--- src/rtl/mem_vector_access.sv ---
// Memory-stage data-memory access unit.
// Splits each 256-bit vector load or store into eight 32-bit beats on a single-ported
// synchronous memory. Holds the pipeline through StallM while an access is in flight.
module mem_vector_access #(
  parameter int N = 32,
  parameter int V = 256
) (
  input  logic         clk,
  input  logic         rst,
  input  logic         MemReadM,
  input  logic         MemWriteM,
  input  logic         MemReadVM,
  input  logic         MemWriteVM,
  input  logic [N-1:0] ALUResultM,
  input  logic [N-1:0] WriteDataM,
  input  logic [V-1:0] WriteDataVM,
  input  logic [N-1:0] mem_rdata,
  output logic [N-1:0] mem_addr,
  output logic         mem_we,
  output logic         mem_re,
  output logic [N-1:0] mem_wdata,
  output logic [N-1:0] ReadDataM,
  output logic [V-1:0] ReadDataVM,
  output logic         StallM
);

  localparam int unsigned BEATS = V / N;

  typedef enum logic [2:0] {IDLE, SRD, VRD, VRDL, VWR, DONE} state_t;

  state_t         state_q, state_d;
  logic [2:0]     beat_q, beat_d;
  logic [N-1:0]   base_q, base_d;
  logic [N-1:0]   rdata_q, rdata_d;
  logic [V-1:0]   vdata_q, vdata_d;

  logic           we, re, stall;
  logic [N-1:0]   addr, wdata;
  logic [N-1:0]   aligned_addr;
  logic [N-1:0]   beat_addr;
  logic [N-1:0]   beat_wlane;
  logic [N-1:0]   lane0;

  assign aligned_addr = {ALUResultM[N-1:2], 2'b00};
  // Adding base and offset wraps modulo 2^N, so a burst can cross 0xFFFFFFFC into 0.
  assign beat_addr    = base_q + {{(N-5){1'b0}}, beat_q, 2'b00};
  assign lane0        = WriteDataVM[N-1:0];

  // Pick the store lane for the current beat. WriteDataVM stays stable while StallM is high.
  always_comb begin
    beat_wlane = '0;
    for (int unsigned i = 0; i < BEATS; i++) begin
      if (beat_q == 3'(i)) beat_wlane = WriteDataVM[i*N +: N];
    end
  end

  // Next-state logic, memory-port drive and load-data capture.
  always_comb begin
    state_d = state_q;
    beat_d  = beat_q;
    base_d  = base_q;
    rdata_d = rdata_q;
    vdata_d = vdata_q;
    we      = 1'b0;
    re      = 1'b0;
    stall   = 1'b0;
    addr    = '0;
    wdata   = '0;
    unique case (state_q)
      IDLE: begin
        beat_d = '0;
        if (MemWriteVM) begin
          stall   = 1'b1;
          we      = 1'b1;
          addr    = aligned_addr;
          wdata   = lane0;
          base_d  = aligned_addr;
          beat_d  = 3'd1;
          state_d = VWR;
        end else if (MemReadVM) begin
          stall   = 1'b1;
          re      = 1'b1;
          addr    = aligned_addr;
          base_d  = aligned_addr;
          beat_d  = 3'd1;
          state_d = VRD;
        end else if (MemWriteM) begin
          we      = 1'b1;
          addr    = aligned_addr;
          wdata   = WriteDataM;
        end else if (MemReadM) begin
          stall   = 1'b1;
          re      = 1'b1;
          addr    = aligned_addr;
          state_d = SRD;
        end
      end
      SRD: begin
        stall   = 1'b1;
        rdata_d = mem_rdata;
        state_d = DONE;
      end
      VRD: begin
        // The read issued last cycle returns now, so it belongs in lane beat_q-1.
        stall = 1'b1;
        re    = 1'b1;
        addr  = beat_addr;
        for (int unsigned i = 0; i < BEATS; i++) begin
          if (beat_q - 3'd1 == 3'(i)) vdata_d[i*N +: N] = mem_rdata;
        end
        beat_d = beat_q + 3'd1;
        if (beat_q == 3'd7) state_d = VRDL;
      end
      VRDL: begin
        stall                       = 1'b1;
        vdata_d[(BEATS-1)*N +: N]   = mem_rdata;
        state_d                     = DONE;
      end
      VWR: begin
        stall  = 1'b1;
        we     = 1'b1;
        addr   = beat_addr;
        wdata  = beat_wlane;
        beat_d = beat_q + 3'd1;
        if (beat_q == 3'd7) state_d = DONE;
      end
      DONE: begin
        beat_d  = '0;
        state_d = IDLE;
      end
      default: state_d = IDLE;
    endcase
  end

  // Memory port and stall outputs are forced low for as long as reset is held, even if requests are present.
  always_comb begin
    mem_we    = we & rst;
    mem_re    = re & rst;
    StallM    = stall & rst;
    mem_addr  = rst ? addr  : '0;
    mem_wdata = rst ? wdata : '0;
  end

  // State, beat counter, base address and load-result registers.
  always_ff @(posedge clk or negedge rst) begin
    if (!rst) begin
      state_q <= IDLE;
      beat_q  <= '0;
      base_q  <= '0;
      rdata_q <= '0;
      vdata_q <= '0;
    end else begin
      state_q <= state_d;
      beat_q  <= beat_d;
      base_q  <= base_d;
      rdata_q <= rdata_d;
      vdata_q <= vdata_d;
    end
  end

  assign ReadDataM  = rdata_q;
  assign ReadDataVM = vdata_q;

endmodule

--- config.mk ---
export PLATFORM = sky130hd
export DESIGN_NAME = mem_vector_access
export DESIGN_NICKNAME = d
export VERILOG_FILES = /design/src/rtl/mem_vector_access.sv
export SDC_FILE = /design/constraint.sdc
export NUM_CORES = 1
export LEC_CHECK = 0
export BUFFER_PORTS_ARGS = -buffer_cell sky130_fd_sc_hd__buf_2
export CAP_MARGIN = 40
export CORE_AREA = 4 4 278 280
export CTS_CLUSTER_SIZE = 16
export DETAILED_ROUTE_END_ITERATION = 8
export DIE_AREA = 0 0 282 284
export HOLD_SLACK_MARGIN = 0.1
export PLACE_DENSITY = 0.5
export SLEW_MARGIN = 20
export SYNTH_ARGS = -nofsm -noshare
export SYNTH_HDL_FRONTEND = slang
export SYNTH_SLANG_ARGS = --single-unit
--- constraint.sdc ---
create_clock -name clk -period 3.2 [get_ports clk]
set_input_delay 0.32 -clock clk [delete_from_list [all_inputs] [get_ports clk]]
set_output_delay 0.32 -clock clk [all_outputs]
set_load 0.01 [all_outputs]
### Word-level counts from Yosys, hierarchy flattened

Index checks and enable logic that the tools add are counted.

* register bits: 326
* input bits: 358
* output and inout bits: 355
* word-level logic and storage cells: 105

* add/subtract/negate cells: 3
* eq/ne operators: 24
* muxes and demuxes: 44
* bitwise operators: 3
* reductions and logical operators: 19

Operators by type and width (count)
* two-way mux 32 bit: 20
* one-hot mux 32 bit (2 select lines): 3
* adder 32 x 5 -> 32 bit: 1
* equality test 3 bit (second input constant): 10
* equality test 3 x 2 -> 1 bit (second input constant): 6
* two-way mux 3 bit: 6
* AND reduction 2 bit: 9
* one-hot mux 3 bit (4 select lines): 1
* two-way mux 1 bit: 10
* equality test 3 x 1 -> 1 bit (second input constant): 3
* logical NOT 3 bit: 3
* one-hot mux 3 bit (3 select lines): 1
* inequality test 4 bit (second input constant): 2
* inequality test 2 bit (second input constant): 3
* one-hot mux 1 bit (2 select lines): 3
* AND reduction 4 bit: 1
* nonzero test 2 bit: 2
* OR reduction 2 bit: 2
* OR reduction 4 bit: 1
* adder 3 x 1 -> 3 bit (second input constant): 1
* bitwise AND 1 bit: 3
* nonzero test 3 bit: 1
* subtractor 3 x 1 -> 3 bit (second input constant): 1

### Longest topological paths before layout

* depth in word-level cells: 11
* depth in mapped cells: 11
* mapped depth without buffers: 8

### Worst setup path after synthesis

No wires, ideal clock.

* path type: reg-to-output
* start: reg beat_q[2]
* end: out mem_wdata[10]
* arrival: 2.108 ns
* data required time: 2.880 ns
* path slack: 0.772 ns
* cell stages (with the launch flop): 12
* buffers on the path: 4
* path through: dfrtp_1 buf_2 clkbuf_1 inv_1 ha_1 buf_2 nor2_1 clkbuf_1 o21ai_0 o21ai_0 nand3_1 o211ai_1

* longest elaborated chain between the ends: 11
* elaborated cells between the ends (all ways): 18
* those cells by class: 7 x eq/ne; 10 x mux; 1 x reduce/logical

Ends and longest elaborated chain
* start: declaration: line 32 `logic [2:0] beat_q, beat_d;`
* start signal: assignment: line 154 `beat_q <= beat_d;`
* logical NOT 3 bit: line 53 `if (beat_q == 3'(i)) beat_wlane = WriteDataVM[i*N +: N];`
* two-way mux 32 bit (7 in series): line 53
* two-way mux 32 bit *: line 53
* one-hot mux 32 bit (2 select lines) *: line 69 `unique case (state_q)`
* two-way mux 32 bit *: line 141 `mem_wdata = rst ? wdata : '0;`
* end: declaration: line 21 `output logic [N-1:0] mem_wdata,`

Mark *: on every way between the ends. The rest lies on a longest branch, timed or not.

### Worst setup path in the final report

* start: reg beat_q[1]
* end: out mem_wdata[22]

The elaborated chain is that of the path after synthesis.

==> reports/results.md <==
| Quantity | Value | Unit |
|---|---|---|
| Count of final max-slew check failures | 0 | - |
| Final count of hold timing violations | 0 | - |
| Hpwl dp | 58.9 | mm |
| Bufs on Longest Clock Path | 3 | - |
| Maximum capacitance violations | 0 | - |
| Result of the run | completed | - |
| Cell type with the largest total area after synthesis | sky130_fd_sc_hd__dfrtp_1 | - |
| Yosys cell types | 48 | - |
| Library cell used as clock root buffer | sky130_fd_sc_hd__clkbuf_16 | - |
| Number of search-and-repair iterations in the first detailed-routing pass | 5 | - |
| Standard cell core area | 0.0744 | mm² |
| Post-place setup slack | 0.162 | ns |
| Syn Std Cell Area | 0.0159 | mm² |
| Smallest hold slack | 0.144 | ns |
| Sink Count | 324 | - |
| Layout Area Growth over Synthesis | 43.5 | % |
| Ports | 713 | - |
| GRT Total Usage | 0.187 | - |
| WL/cell | 25.4 | µm |
| Wire length of the first global-routing pass | 112 | mm |
| Number of warnings issued by yosys | 0 | - |
| Vias per cell | 4.80 | - |
| Via total after detailed routing | 14800 | - |
| Leading register cell type out of synthesis | sky130_fd_sc_hd__dfrtp_1 | - |
| Leak pwr | 10.3 | nW |
| Most used cells in the layout excluding fill and tap cells | sky130_fd_sc_hd__buf_2, sky130_fd_sc_hd__dfrtp_1, sky130_fd_sc_hd__mux2_2 | - |
| Instance count of the mapped netlist | 1335 | - |
| CTS HTree Levels | 2 | - |
| Worst reg-to-reg setup slack | 0.77 | ns |
| Count of standard-cell rows | 100 | - |
| TritonCTS buffer count | 39 | - |
| ANT nets after route | 0 | - |
| Initial Utilization | 0.213 | - |
| Largest cells by area after synthesis | sky130_fd_sc_hd__dfrtp_1, sky130_fd_sc_hd__mux2_2, sky130_fd_sc_hd__a221oi_1 | - |
| RSZ-0062 raised after global routing | true | - |
| Clock skew after layout | 0.0242 | ns |
| Slew at the pin with the worst max-slew slack | 0.945 | ns |
| Share of the synthesized area in the top cell type | 0.510 | - |
| Crit end category | output port | - |
| Mapped Avg Cell Area | 11.9 | µm² |
| DRC | 0 | - |
| CP Data Required Time | 2.88 | ns |
| Fraction of final layout cells with drive strength greater than 1 | 0.565 | - |
| Register Area | 0.00811 | mm² |
| Die width | 282 | µm |
| Sum of negative setup slack | 0 | ns |
| Wire length reported by the detailed router | 78.2 | mm |
| Path type of the worst setup path | reg -> out | - |
| TritonCTS clock tree | done | - |
| Minimum period implied by the final worst setup slack | 3.12 | ns |
| Pin count of the biggest net entering global routing | 158 | - |
| Worst VDD drop | 0.493 | mV |
| Synthesized flop and latch total | 324 | - |
| Antenna violations before repair | 31 | - |
| IO buf count | 708 | - |
| Fill cell instance count of the final layout | 7710 | - |
| Number of flops mapped to enable cells by yosys | 0 | - |
| Category of the worst setup path launch point | flip-flop | - |
| Multi-input gate area in the final layout | 0.00745 | mm² |
| Clock insertion delay at the later pin of the skew report | 0.56 | ns |
| Setup violation total in the final timing report | 0 | - |
| Worst-path maximum fanout | 13 | - |
| Final core utilization | 0.306 | - |
| Synth async-reset ratio | 1.00 | - |
| Total power of the final layout | 20.9 | mW |
| Chip Height | 284 | µm |
| Fmax | 321 | MHz |
| Power per standard cell area | 916 | mW/mm² |
| Critical path arrival | 2.80 | ns |
| Number of global-route vias before repair | 15900 | - |
| 1st-iter DRT viols | 849 | - |
| Total congestion overflow | 0 | - |
| Nets | 2444 | - |
| Worst min-delay path category | in -> reg | - |
| Final weighted congestion in routability-driven placement | 0.910 | - |
| Max-slew headroom at the worst pin | 0.370 | - |
| Commonest non-fill, non-tap cell in the layout | sky130_fd_sc_hd__buf_2 | - |
| Minimum setup slack in the final design | 0.0809 | ns |
| Die area | 0.0801 | mm² |
| Proportion of synthesized chip area in sequential cells | 0.510 | - |
| Share of the clock period used by the worst path | 0.975 | - |
| Clock slew at the register clock pins of the worst setup and hold paths | 0.06 | ns |
## critical path, stage by stage (launching register included)
cell and delay [ns]:
sky130_fd_sc_hd__dfrtp_2 0.46, sky130_fd_sc_hd__inv_2 0.16, sky130_fd_sc_hd__ha_4 0.25, sky130_fd_sc_hd__clkinvlp_4 0.22
sky130_fd_sc_hd__buf_4 0.24, sky130_fd_sc_hd__o22ai_1 0.20, sky130_fd_sc_hd__o211ai_1 0.13, sky130_fd_sc_hd__nand3_1 0.14
sky130_fd_sc_hd__o211ai_1 0.20, sky130_fd_sc_hd__buf_4 0.24
## layer usage
metal,vias up,GRT usage,wire length [µm]
met2,729,0.323,38400
met5,-,0,136
met1,7426,0.212,29400
li1,6495,-,-
met4,22,0.0803,3480
met3,144,0.0605,6790
## power breakdown
group,switching (mW),total (mW),internal [mW]
registers,0.923,6.54,5.61
clock network,1.84,4.71,2.87
logic,5.47,9.63,4.17
total,8.23,20.9,12.7
## metrics by stage
step / instance area [µm²] / instances
after CTS: 22600 / 3067
final: 22800 / 3086
after global placement: 20700 / 2951
after global routing: 22800 / 3084
after detailed placement: 20700 / 2952
after floorplan: 15900 / 1336
## registers in the layout, summed over array words and instances, names as in the netlist
signal,flops
ReadDataM,32
ReadDataVM,256
beat_q,3
base_q,30
state_q,3
## synth_stat cells (3+ instances only)
cell / count
sky130_fd_sc_hd__buf_6: 12
sky130_fd_sc_hd__buf_2: 31
sky130_fd_sc_hd__mux2_1: 3
sky130_fd_sc_hd__nor3_2: 3
sky130_fd_sc_hd__nand4_1: 10
sky130_fd_sc_hd__a221oi_1: 65
sky130_fd_sc_hd__a21oi_1: 11
sky130_fd_sc_hd__xnor2_1: 8
sky130_fd_sc_hd__clkbuf_1: 56
sky130_fd_sc_hd__buf_1: 4
sky130_fd_sc_hd__ha_1: 10
sky130_fd_sc_hd__buf_4: 5
sky130_fd_sc_hd__and4_1: 6
sky130_fd_sc_hd__nor2_1: 13
sky130_fd_sc_hd__nor3_1: 6
sky130_fd_sc_hd__o211ai_1: 64
sky130_fd_sc_hd__and3_1: 6
sky130_fd_sc_hd__nor2b_1: 8
sky130_fd_sc_hd__nand2b_1: 3
sky130_fd_sc_hd__xor2_1: 20
sky130_fd_sc_hd__and2_1: 7
sky130_fd_sc_hd__nand3_1: 42
sky130_fd_sc_hd__nand2_1: 109
sky130_fd_sc_hd__dfrtp_1: 324
sky130_fd_sc_hd__mux2_2: 313
sky130_fd_sc_hd__a22oi_1: 36
sky130_fd_sc_hd__o22ai_1: 33
sky130_fd_sc_hd__o21ai_0: 93
sky130_fd_sc_hd__inv_1: 10
sky130_fd_sc_hd__o21a_1: 3
## path summary, 6_finish.rpt
kind / endpoint / from / cells after the start
min in group asynchronous: base_q[23] / rst / 2
worst max register to register: ReadDataVM[7] / beat_q[0] / 7
worst max-delay path: mem_wdata[22] / beat_q[1] / 9
max in group asynchronous: ReadDataVM[219] / rst / 5
worst min register to register: ReadDataVM[229] / ReadDataVM[229] / 1
worst min-delay path: ReadDataVM[204] / mem_rdata[12] / 2
## what timing repair did
action	4_1_cts	5_1_grt
buffers inserted	3	3
endpoints found under the hold margin	159	0
resized for setup	29	13
gates cloned	0	0
hold buffers	44	0
endpoints found under the setup margin	49	37
pin swaps	1	2
## area by class of cell
cell class / instances / area share
Clock inverter: 14 / 0.0105
Timing Repair Buffer: 806 / 0.201
Sequential cell: 324 / 0.356
Tap cell: 969 / 0.0532
Clock buffer: 54 / 0.0493
Multi-Input combinational cell: 894 / 0.327
Antenna cell: 15 / 0.00165
Inverter: 10 / 0.00181
## cell families after synthesis
group                      count (synthesis)  synth area share
other                                      1          0.000236
xor gates and xnor gates                  29            0.0165
DFF                                      324             0.510
buffers and inverters                    118            0.0372
muxes                                    317             0.225
AOI/OAI and AO/OA                        315             0.135
and+or+nand+nor                          220            0.0673
adders and majority gates                 11           0.00913
Power figures use the tool's default switching activity.
